### src/rtl/histogram_readout_ctrl.sv
// histogram_readout_ctrl: at every frame end, sweeps the histogram RAM and streams each bin
// over valid/ready while gathering total/peak statistics, then pulses the histogram clear.
module histogram_readout_ctrl #(
   parameter int ADDR_W     = 10,
   parameter int CNT_W      = 16,
   parameter int SUM_W      = 32,
   parameter bit AUTO_CLEAR = 1'b1
) (
   input  logic              clk,
   input  logic              reset,
   input  logic              enable,
   input  logic              frame_valid,
   output logic              hist_rd_en,
   output logic [ADDR_W-1:0] hist_rd_addr,
   input  logic [CNT_W-1:0]  hist_rd_data,
   output logic              hist_clear,
   output logic              out_valid,
   input  logic              out_ready,
   output logic [ADDR_W-1:0] out_addr,
   output logic [CNT_W-1:0]  out_data,
   output logic              out_last,
   output logic              busy,
   output logic              stats_valid,
   output logic [SUM_W-1:0]  total_count,
   output logic [ADDR_W-1:0] peak_bin,
   output logic [CNT_W-1:0]  peak_count,
   output logic              sweep_abort
);
   localparam logic [ADDR_W-1:0] LAST_ADDR = '1;

   typedef enum logic [2:0] {IDLE, READ, WAIT_DATA, SEND, CLEAR} state_t;

   state_t            state_reg, state_next;
   logic              fv_d_reg;
   logic [ADDR_W-1:0] addr_reg;
   logic [SUM_W-1:0]  sum_reg;
   logic [ADDR_W-1:0] peak_bin_acc_reg;
   logic [CNT_W-1:0]  peak_cnt_acc_reg;
   logic [CNT_W-1:0]  out_data_reg;
   logic [ADDR_W-1:0] out_addr_reg;
   logic              out_last_reg;
   logic [SUM_W-1:0]  total_reg;
   logic [ADDR_W-1:0] peak_bin_reg;
   logic [CNT_W-1:0]  peak_count_reg;
   logic              abort_reg;

   logic              fv_fall, in_sweep, abort, handshake, new_peak;
   logic [SUM_W-1:0]  sum_plus;
   logic [ADDR_W-1:0] peak_bin_upd;
   logic [CNT_W-1:0]  peak_cnt_upd;

   assign fv_fall   = fv_d_reg & ~frame_valid;
   assign in_sweep  = (state_reg == READ) || (state_reg == WAIT_DATA) || (state_reg == SEND);
   assign abort     = in_sweep & frame_valid;
   // A beat is never accepted in the cycle the sweep is being aborted.
   assign handshake = (state_reg == SEND) & ~frame_valid & out_ready;

   assign new_peak     = out_data_reg > peak_cnt_acc_reg;
   assign sum_plus     = sum_reg + SUM_W'(out_data_reg);
   assign peak_bin_upd = new_peak ? out_addr_reg : peak_bin_acc_reg;
   assign peak_cnt_upd = new_peak ? out_data_reg : peak_cnt_acc_reg;

   always_ff @(posedge clk or posedge reset) begin
      if (reset) begin
         state_reg <= IDLE;
      end else begin
         state_reg <= state_next;
      end
   end

   always_comb begin
      state_next   = state_reg;
      hist_rd_en   = 1'b0;
      hist_rd_addr = addr_reg;
      hist_clear   = 1'b0;
      out_valid    = 1'b0;
      stats_valid  = 1'b0;
      busy         = (state_reg != IDLE);
      case (state_reg)
         IDLE: begin
            if (fv_fall && enable) state_next = READ;
         end
         READ: begin
            hist_rd_en = ~frame_valid;
            state_next = WAIT_DATA;
         end
         WAIT_DATA: begin
            state_next = SEND;
         end
         SEND: begin
            out_valid = ~frame_valid;
            if (handshake) state_next = out_last_reg ? CLEAR : READ;
         end
         CLEAR: begin
            hist_clear  = AUTO_CLEAR;
            stats_valid = 1'b1;
            state_next  = IDLE;
         end
         default: state_next = IDLE;
      endcase
      if (abort) state_next = IDLE;
   end

   always_ff @(posedge clk or posedge reset) begin
      if (reset) begin
         fv_d_reg         <= 1'b0;
         addr_reg         <= '0;
         sum_reg          <= '0;
         peak_bin_acc_reg <= '0;
         peak_cnt_acc_reg <= '0;
         out_data_reg     <= '0;
         out_addr_reg     <= '0;
         out_last_reg     <= 1'b0;
         total_reg        <= '0;
         peak_bin_reg     <= '0;
         peak_count_reg   <= '0;
         abort_reg        <= 1'b0;
      end else begin
         fv_d_reg  <= frame_valid;
         abort_reg <= abort;
         case (state_reg)
            IDLE: begin
               if (fv_fall && enable) begin
                  addr_reg         <= '0;
                  sum_reg          <= '0;
                  peak_bin_acc_reg <= '0;
                  peak_cnt_acc_reg <= '0;
               end
            end
            WAIT_DATA: begin
               out_data_reg <= hist_rd_data;
               out_addr_reg <= addr_reg;
               out_last_reg <= (addr_reg == LAST_ADDR);
            end
            SEND: begin
               if (handshake) begin
                  sum_reg          <= sum_plus;
                  peak_bin_acc_reg <= peak_bin_upd;
                  peak_cnt_acc_reg <= peak_cnt_upd;
                  // Stats land with the final beat so they are already valid while stats_valid is high.
                  if (out_last_reg) begin
                     total_reg      <= sum_plus;
                     peak_bin_reg   <= peak_bin_upd;
                     peak_count_reg <= peak_cnt_upd;
                  end else begin
                     addr_reg <= addr_reg + 1'b1;
                  end
               end
            end
            default: ;
         endcase
      end
   end

   assign out_addr    = out_addr_reg;
   assign out_data    = out_data_reg;
   assign out_last    = out_last_reg;
   assign total_count = total_reg;
   assign peak_bin    = peak_bin_reg;
   assign peak_count  = peak_count_reg;
   assign sweep_abort = abort_reg;
endmodule

### config.mk
export PLATFORM = sky130hd
export DESIGN_NAME = histogram_readout_ctrl
export DESIGN_NICKNAME = d
export VERILOG_FILES = /design/src/rtl/histogram_readout_ctrl.sv
export SDC_FILE = /design/constraint.sdc
export NUM_CORES = 1
export LEC_CHECK = 0
export CORE_ASPECT_RATIO = 0.6
export CORE_MARGIN = 2
export CORE_UTILIZATION = 55
export DETAILED_ROUTE_END_ITERATION = 8
export GPL_TIMING_DRIVEN = 0
export PLACE_DENSITY_LB_ADDON = 0.25
export SETUP_SLACK_MARGIN = 0.4
export SLEW_MARGIN = 20
export SYNTH_ARGS = -nofsm -noshare
export SYNTH_HDL_FRONTEND = slang
export SYNTH_SLANG_ARGS = --single-unit
### constraint.sdc
create_clock -name clk -period 7.3 [get_ports clk]
set_clock_uncertainty 0.05 [all_clocks]
set_input_delay 1.46 -clock clk [delete_from_list [all_inputs] [get_ports clk]]
set_output_delay 1.46 -clock clk [all_outputs]
set_load 0.05 [all_outputs]
==> run_results.csv, run 1 <==
group,metric,value,unit
clock_tree,clk_latency,0.43,ns
finish,final_cell_mix,"nand2_1, dfrtp_1, clkdlybuf4s50_1",
routing,drtIter0Drc,727,
finish,multi_input_area,0.004268,sq mm
power,switching_share,35.91,%
grt,grt.overflow.total,0,
flow_run,cap_viol_max_count,0,
power,pwr-share-comb,28.1,%
placed_design,port_buffers,121,
worst_setup_path,reg2reg_to,"peak_cnt_acc_reg[14]$_DFFE_PP0P_",
worst_setup_path,cp.arrival,3.24,ns
finish,syn_to_final_growth,24.13,%
synth,synth_cell_types,58,
synth,yosysSeqAreaShare,45.97,%
floorplan,die_area,0.01669,sq mm
routing,drc_errors,0,
power,p_total,2635,uW
floorplan,die_y,100.9,um
finish,fin_util,69.66,%
synth,async_flop_share,100.0,%
placed_design,dpl.hpwl,17330,um
grt,antenna_found_initial,0,
sta,period_share,65.00,%
power,leakage,0.004642,uW
floorplan,pin_count,122,
status,status,"completed",
power,pwr-share-seq,38.3,%
clock_tree,clock_tree.buffer_depth,2,
synth,syn-mean-instance-area,9.599,sq um
routing,drt-pass1-iter-count,6,
worst_setup_path,cp-end-kind,"output port",
clock_tree,clkTransAtPathRegs,0.07,ns
finish,drive_above_1_share,11.71,%
synth,syn_nets,951,
clock_tree,cts_buffers,17,
routing,detail_route.wl_per_cell,19.64,um
synth,synth_edf_count,0,
sta,tns,0,ns
placed_design,gp_congestion,0.9374,
worst_setup_path,ff2ff_path_depth,9,
worst_setup_path,timing.rr.start,"out_data[13]$_DFFE_PP0P_",
floorplan,rows,35,
power,ir_drop,162.7,uV
sta,hold_viol,0,
worst_hold_path,worst_hold_path_type,"register to register",
sta,setup_viol_count_final,0,
routing,antenna_left,0,
sta,worst_pin_slew,0.8256,ns
finish,fillers,1222,
sta,drv_slew,0,
clock_tree,post-cts-setup-buffers,0,
grt,grt_pass1_vias,7299,
floorplan,fp.coreArea,0.01533,sq mm
finish,diodes,0,
floorplan,die_width,165.4,um
worst_hold_path,hp-start,"total_count[0]$_DFFE_PP0P_",
worst_setup_path,critPathKind,"input port to output port",
worst_setup_path,required,5.79,ns
power,p_sw,946.4,uW
synth,synthCells,896,
synth,yosysWarningCount,0,
clock_tree,tritoncts,"done",
clock_tree,clockRootBuffer,"clkbuf_16",
floorplan,initial_core_util,56.11,%
routing,vias,7700,
clock_tree,cts_resized,0,
worst_hold_path,hold_end,"total_count[0]$_DFFE_PP0P_",
sta,relSlewSlack,44.96,%
grt,grt_usage,30.71,%
finish,final_common_cell,"nand2_1",
sta,max_freq,210.7,MHz
worst_setup_path,crit_start,"frame_valid",
routing,via_per_inst,6.145,
synth,syn-cell-area,0.008601,sq mm
routing,detail_route.wirelength,24600,um
sta,hold_ws,0.4310,ns
clock_tree,htree_levels,4,
worst_setup_path,crit_fanout,6,
synth,ys_ff_latch,158,
power,p_clk_share,33.6,%
sta,timing.final.crit_period,4.745,ns
power,powerDensity,246.8,mW/mm^2
power,intPower,1689,uW
grt,grt_max_degree,108,
grt,grt_pass1_wl,39570,um
worst_setup_path,worstSetupStartpointType,"input port",
clock_tree,cts_hold_buf,0,
sta,rsz0062_at_grt,"false",
finish,nNetsFinal,1092,
finish,regArea,0.003954,sq mm
worst_setup_path,r2r_slack,4.27,ns
clock_tree,cts.sinks,158,
synth,synth_ff_type,"dfrtp_1",
worst_hold_path,hold_path_depth,2,
cells in the mapped netlist (14+ instances only):
library cell / instances / area share, %
a21oi_1: 43 / 2.5
a22oi_1: 26 / 2.3
a2bb2oi_1: 26 / 2.6
buf_2: 14 / 0.81
clkbuf_1: 24 / 1.0
dfrtp_1: 158 / 46
ha_1: 33 / 4.8
inv_1: 33 / 1.4
mux2_2: 55 / 7.2
nand2_1: 177 / 7.7
nand3_1: 37 / 2.2
nor2_1: 23 / 1.0
o21ai_0: 58 / 3.4
o31ai_1: 19 / 1.7
xnor2_1: 17 / 1.7
xor2_1: 16 / 1.6
how the worst max path moves through the flow:
stage,endpoint,slack (ns),cells past startpoint
floorplan,fv_d_reg$_DFF_PP0_,1.53,1
global placement,hist_rd_addr[4]$_DFFE_PP0P_,-0.64,2
detailed placement,out_valid,2.56,3
CTS,out_valid,2.56,3
global route,out_valid,2.51,3
finish,out_valid,2.55,3
power by group through the flow:
stage | sequential [uW] | combinational (uW) | clock [uW]
after CTS | 1010 | 733 | 890
after floorplan | 1110 | 410 | 0
after global routing | 1010 | 794 | 926
final | 1010 | 741 | 885
after detailed placement | 1020 | 728 | 0
after global placement | 1020 | 715 | 0
per-layer routing:
| layer | GRT usage [%] | vias to the layer above | share of wire (%) |
|---|---|---|---|
| li1 | - | 3489 | - |
| met1 | 47.53 | 3773 | 46 |
| met2 | 44.02 | 404 | 43 |
| met3 | 6.870 | 34 | 9.7 |
| met4 | 6.698 | 0 | 1.1 |
| met5 | 0 | - | 0 |
worst max-delay path, stage by stage:
cell and delay, ns:
clkdlybuf4s50_1 0.54, and4bb_4 0.43, clkdlybuf4s50_1 0.81
final cells by class:
type                            instances  share of cell area, %
Multi-Input combinational cell        652                  39.97
Buffer                                 52                  2.344
Inverter                               34                  1.277
Timing Repair Buffer                  122                  11.60
Clock inverter                         15                  1.406
Clock buffer                           17                  3.985
Tap cell                              203                  2.379
Sequential cell                       158                  37.03
per-stage QoR:
| stage | std cells | instance area (sq um) | setup slack, ns |
|---|---|---|---|
| 5_1_grt | 1253 | 10680 | 2.507 |
| 3_5_place_dp | 1221 | 10100 | 2.562 |
| 3_3_place_gp | 1220 | 10070 | -0.6379 |
| 2_1_floorplan | 896 | 8601 | 1.527 |
| 4_1_cts | 1253 | 10680 | 2.559 |
| 6_report | 1253 | 10680 | 2.555 |
kinds of logic (layout without fill, tap and decap cells):
logic type	count (synthesis)	count (layout)	synth area share (%)
and+or+nand+nor	304	304	16.44
AOI/OAI and AO/OA	226	226	17.59
DFF	158	158	45.97
buffers and inverters	86	240	4.408
muxes	55	55	7.201
adders and majority gates	34	34	5.034
xor gates and xnor gates	33	33	3.360
No activity file was read; power rests on OpenSTA's default activity.
==> run 2, diff against run 1 <==
==> constraint.sdc (replaced) <==
create_clock -name clk -period 4.4 [get_ports clk]
set_clock_uncertainty 0.05 [all_clocks]
set_input_delay 0.88 -clock clk [delete_from_list [all_inputs] [get_ports clk]]
set_output_delay 0.88 -clock clk [all_outputs]
set_load 0.05 [all_outputs]
==> run_results.csv, run 2 (synthesis gave the netlist of run 1 again) <==
group,metric,value,unit
clock_tree,clock_tree.buffer_depth,2,
worst_setup_path,cp-end-kind,"output port",
routing,detail_route.wl_per_cell,19.69,um
worst_setup_path,crit_fanout,6,
routing,drt-pass1-iter-count,5,
routing,detail_route.wirelength,24770,um
clock_tree,clk_latency,0.44,ns
sta,drv_slew,0,
grt,grt.overflow.total,0,
grt,grt_pass1_vias,7462,
finish,fillers,1187,
floorplan,die_y,100.9,um
grt,met2_usage,45.13,%
sta,setup_viol_count_final,0,
grt,grt_max_degree,31,
worst_hold_path,worst_hold_path_type,"register to register",
power,intPower,2829,uW
grt,grt_use_met1,47.88,%
routing,vias,7778,
clock_tree,clkTransAtPathRegs,0.07,ns
finish,nNetsFinal,1097,
floorplan,rows,35,
floorplan,die_width,165.4,um
clock_tree,cts.sinks,158,
floorplan,die_area,0.01669,sq mm
power,pwr-share-seq,37.7,%
clock_tree,tritoncts,"done",
flow_run,cap_viol_max_count,0,
sta,max_freq,277.0,MHz
worst_setup_path,critPathKind,"input port to output port",
routing,drtIter0Drc,662,
clock_tree,cts_hold_buf,0,
sta,timing.final.crit_period,3.610,ns
power,leakage,0.004703,uW
power,pwr-share-comb,28.2,%
grt,antenna_found_initial,0,
power,switching_share,36.33,%
sta,relSlewSlack,40.11,%
finish,diodes,0,
floorplan,fp.coreArea,0.01533,sq mm
grt,grtUsageMet3,5.800,%
grt,grt_usage,31.43,%
worst_setup_path,worstSetupStartpointType,"input port",
sta,hold_viol,0,
sta,tns,0,ns
worst_setup_path,required,3.47,ns
finish,drive_above_1_share,12.13,%
finish,final_common_cell,"nand2_1",
worst_setup_path,cp.arrival,2.68,ns
placed_design,port_buffers,121,
power,p_clk_share,34.1,%
finish,final_cell_mix,"nand2_1, dfrtp_1, clkdlybuf4s50_1",
finish,syn_to_final_growth,25.60,%
routing,antenna_left,0,
power,powerDensity,411.2,mW/mm^2
sta,rsz0062_at_grt,"false",
clock_tree,cts_resized,0,
clock_tree,clockRootBuffer,"clkbuf_16",
clock_tree,cts_buffers,17,
placed_design,gp_congestion,0.9334,
routing,drc_errors,0,
routing,via_per_inst,6.183,
placed_design,dpl.hpwl,17840,um
clock_tree,post-cts-setup-buffers,0,
sta,period_share,82.05,%
status,status,"completed",
floorplan,initial_core_util,56.11,%
grt,grt_pass1_wl,40010,um
clock_tree,htree_levels,4,
power,ir_drop,365.6,uV
power,p_sw,1614,uW
power,p_total,4442,uW
sta,worst_pin_slew,0.8984,ns
grt,busiest_layer,"met1",
floorplan,pin_count,122,
[run 2: cell count changes in the layout (fill, tap and decap cells not counted)]
| cell | delta |
|---|---|
| buf_16 | +1 |
| buf_12 | +4 |
| inv_8 | +1 |
| inv_6 | -1 |
| clkinv_8 | +2 |
| clkinvlp_4 | -1 |
| clkinv_4 | -1 |
[run 2: stage by stage]
stage               setup slack, ns  instances  hold slack, ns  area, sq um  utilization, %
floorplan                    0.9466        896          0.4038         8605               -
global placement             0.1099       1220          0.4116        10070           65.70
detailed placement           0.7843       1226          0.4148        10200           66.58
CTS                          0.7870       1258          0.4312        10800           70.48
global route                 0.7342       1258          0.4574        10800           70.48
finish                       0.7899       1258          0.4228        10800           70.48
[run 2: final timing paths]
path	start	end	slack, ns	depth (start not counted)
setup / recovery	frame_valid	out_valid	0.79	3
hold / removal	total_count[4]$_DFFE_PP0P_	total_count[4]$_DFFE_PP0P_	0.42	2
setup reg to reg	out_data[13]$_DFFE_PP0P_	peak_bin_acc_reg[1]$_DFFE_PP0P_	1.35	9
hold reg to reg	total_count[4]$_DFFE_PP0P_	total_count[4]$_DFFE_PP0P_	0.42	2
max in group asynchronous	reset	peak_bin_acc_reg[0]$_DFFE_PP0P_	2.95	4
min in group asynchronous	reset	peak_count[8]$_DFFE_PP0P_	0.68	2
[run 2: critical path: stages]
cell and delay [ns]:
clkdlybuf4s50_1 0.55, and4bb_4 0.44, clkdlybuf4s50_1 0.81
[run 2: area by class of cell]
| type | count | area [sq um] | share of cell area [%] |
|---|---|---|---|
| Timing Repair Buffer | 127 | 1346 | 12.46 |
| Sequential cell | 158 | 3954 | 36.60 |
| Multi-Input combinational cell | 652 | 4268 | 39.51 |
| Clock inverter | 15 | 172.7 | 1.598 |
| Tap cell | 203 | 254.0 | 2.351 |
| Inverter | 34 | 132.6 | 1.228 |
| Clock buffer | 17 | 425.4 | 3.938 |
| Buffer | 52 | 250.2 | 2.316 |
[run 2: routing by layer]
layer	wire [um]	share of wire, %	vias to the layer above
met5	0	0	-
met4	613	2.5	0
met3	2057	8.3	53
met2	10590	43	374
met1	11510	46	3855
li1	-	-	3496
[run 2: power by group through the flow]
stage	clock, uW	combinational [uW]	sequential [uW]
detailed placement	0	1220	1700
global route	1580	1350	1690
CTS	1520	1240	1670
floorplan	0	680	1840
finish	1510	1250	1680
global placement	0	1190	1700
==> run 3, diff against run 2 <==
--- a/config.mk
+++ b/config.mk
@@ -7,7 +7,7 @@
 export LEC_CHECK = 0
 export CORE_ASPECT_RATIO = 0.6
 export CORE_MARGIN = 2
-export CORE_UTILIZATION = 55
+export CORE_UTILIZATION = 50
 export DETAILED_ROUTE_END_ITERATION = 8
 export GPL_TIMING_DRIVEN = 0
 export PLACE_DENSITY_LB_ADDON = 0.25
==> constraint.sdc (replaced) <==
create_clock -name clk -period 3.15 [get_ports clk]
set_clock_uncertainty 0.05 [all_clocks]
set_input_delay 0.63 -clock clk [delete_from_list [all_inputs] [get_ports clk]]
set_output_delay 0.63 -clock clk [all_outputs]
set_load 0.05 [all_outputs]
==> run_results.csv, run 3 (synthesis gave the netlist of run 1 again) <==
group,metric,value,unit
placed_design,dpl.hpwl,17480,um
sta,max_freq,372.1,MHz
worst_setup_path,required,3.40,ns
clock_tree,cts.sinks,158,
sta,setup_viol_count_final,0,
finish,drive_above_1_share,16.73,%
floorplan,initial_core_util,50.62,%
finish,final_common_cell,"nand2_1",
routing,vias,7660,
worst_setup_path,critPathKind,"register to register",
power,p_sw,2257,uW
sta,drv_slew,0,
power,intPower,4001,uW
routing,detail_route.wirelength,25090,um
grt,grt.overflow.total,0,
worst_setup_path,worst-path-buf-inv,2,
flow_run,cap_viol_max_count,0,
clock_tree,clkTransAtPathRegs,0.07,ns
routing,drc_errors,0,
finish,diodes,0,
clock_tree,tritoncts,"done",
worst_setup_path,slowest_delay,0.49,ns
finish,nNetsFinal,1100,
worst_setup_path,slowest_stage,"dfrtp_1",
routing,drtIter0Drc,861,
finish,syn_to_final_growth,27.58,%
power,ir_drop,522.9,uV
grt,grt_max_degree,35,
grt,grt_pass1_vias,7263,
power,leakage,0.004757,uW
worst_hold_path,worst_hold_path_type,"register to register",
power,p_clk_share,32.7,%
worst_setup_path,path_cells,"ha_1, nand4_1, or2_4, or3_1, buf_6, buf_2, nand3_1, a2bb2oi_1, o31ai_2",
floorplan,fp.coreArea,0.01699,sq mm
clock_tree,clk_latency,0.43,ns
floorplan,die_width,173.3,um
worst_setup_path,worstSetupStartpointType,"register",
sta,period_share,85.32,%
power,switching_share,36.06,%
power,pwr-share-seq,37.8,%
routing,antenna_left,0,
power,pwr-share-comb,29.6,%
clock_tree,htree_levels,4,
grt,grt_pass1_wl,40030,um
power,powerDensity,570.3,mW/mm^2
sta,relSlewSlack,41.65,%
worst_setup_path,cpLargestDelayFamily,"simple AND/OR/NAND/NOR gates",
routing,drt-pass1-iter-count,6,
routing,detail_route.wl_per_cell,19.42,um
clock_tree,cts_buffers,17,
sta,worst_pin_slew,0.8752,ns
grt,antenna_found_initial,0,
status,status,"completed",
finish,final_cell_mix,"nand2_1, dfrtp_1, clkdlybuf4s50_1",
worst_setup_path,cp.arrival,2.93,ns
floorplan,rows,37,
finish,fin_cells,1292,
sta,timing.final.crit_period,2.688,ns
placed_design,port_buffers,121,
clock_tree,cts_hold_buf,0,
sta,rsz0062_at_grt,"true",
placed_design,gp_congestion,0.9225,
placed_design,placed_cells,1256,
clock_tree,clock_tree.buffer_depth,2,
routing,via_per_inst,5.929,
floorplan,die_y,105.6,um
placed_design,dpl_worst_slack,-0.1462,ns
floorplan,die_area,0.01830,sq mm
grt,grt_usage,27.71,%
worst_setup_path,cp-end-kind,"register",
worst_setup_path,crit_fanout,10,
floorplan,pin_count,122,
clock_tree,clockRootBuffer,"clkbuf_16",
sta,setup_ws,0.4625,ns
sta,tns,0,ns
sta,hold_viol,0,
-- run 3: changes by cell type in the layout (fill, tap and decap cells not counted), sizes merged --
cell           before  now
buf                34   32
dlygate4sd2         0    3
dlymetal6s2s        0    1
clkinv              5    7
clkinvlp            2    3
clkbuf             41   49
clkdlybuf4s50     121  116
inv                41   36
-- run 3: area by class of cell --
class                   count  area, sq um
flip-flops and latches    158         3963
fillers                  1384         6017
repair buffers            130         1335
inverters                  34        132.6
clock inverters            13        131.4
multi-input cells         652         4394
well taps                 234        292.8
plain buffers              52        281.5
clock buffers              19        442.9
-- run 3: routing by layer --
layer  global-route usage (%)  up-vias  part of all wire, %
met5                        0        -                    0
met2                    39.29      393                   42
li1                         -     3501                    -
met4                    8.232        0                  1.8
met3                    5.483       44                  9.2
met1                    42.60     3722                   47
-- run 3: path summary, 6_finish.rpt --
kind | slack [ns] | cells after the start | start | endpoint
max | 0.46 | 9 | out_data[10]$_DFFE_PP0P_ | peak_cnt_acc_reg[7]$_DFFE_PP0P_
min | 0.43 | 2 | total_count[4]$_DFFE_PP0P_ | total_count[4]$_DFFE_PP0P_
max reg2reg | 0.46 | 9 | out_data[10]$_DFFE_PP0P_ | peak_cnt_acc_reg[7]$_DFFE_PP0P_
min reg2reg | 0.43 | 2 | total_count[4]$_DFFE_PP0P_ | total_count[4]$_DFFE_PP0P_
max in group asynchronous | 1.60 | 5 | reset | out_data[11]$_DFFE_PP0P_
min in group asynchronous | 0.48 | 2 | reset | total_count[21]$_DFFE_PP0P_
-- run 3: power groups by stage --
| stage | sequential (uW) | clock, uW | combinational, uW |
|---|---|---|---|
| floorplan | 2570 | 0 | 950 |
| finish | 2360 | 2040 | 1850 |
| global route | 2370 | 2140 | 1970 |
| detailed placement | 2380 | 0 | 1700 |
| CTS | 2340 | 2050 | 1750 |
| global placement | 2380 | 0 | 1670 |
-- run 3: metrics by stage --
stage               area (sq um)  hold slack (ns)  util [%]  total power, uW
floorplan                   8611           0.4038         -             3516
global placement           10110           0.4117     59.53             4048
detailed placement         10210           0.4123     60.12             4079
CTS                        10820           0.4354     63.66             6142
global route               10970           0.4507     64.59             6487
finish                     10970           0.4303     64.59             6257
-- run 3: repair_timing --
item | 4_1_cts | 5_1_grt
resized for setup | 13 | 59
setup buffers | 1 | 3
pin swaps | 1 | 3
setup endpoints to repair | 66 | 80
endpoints found under the hold margin | 0 | 0
-- run 3: worst reg2reg max path, cell delays in order, from the launching register on --
cell,delay (ns)
dfrtp_1,0.49
ha_1,0.36
nand4_1,0.14
or2_4,0.27
or3_1,0.40
buf_6,0.16
buf_2,0.20
nand3_1,0.12
a2bb2oi_1,0.24
o31ai_2,0.12
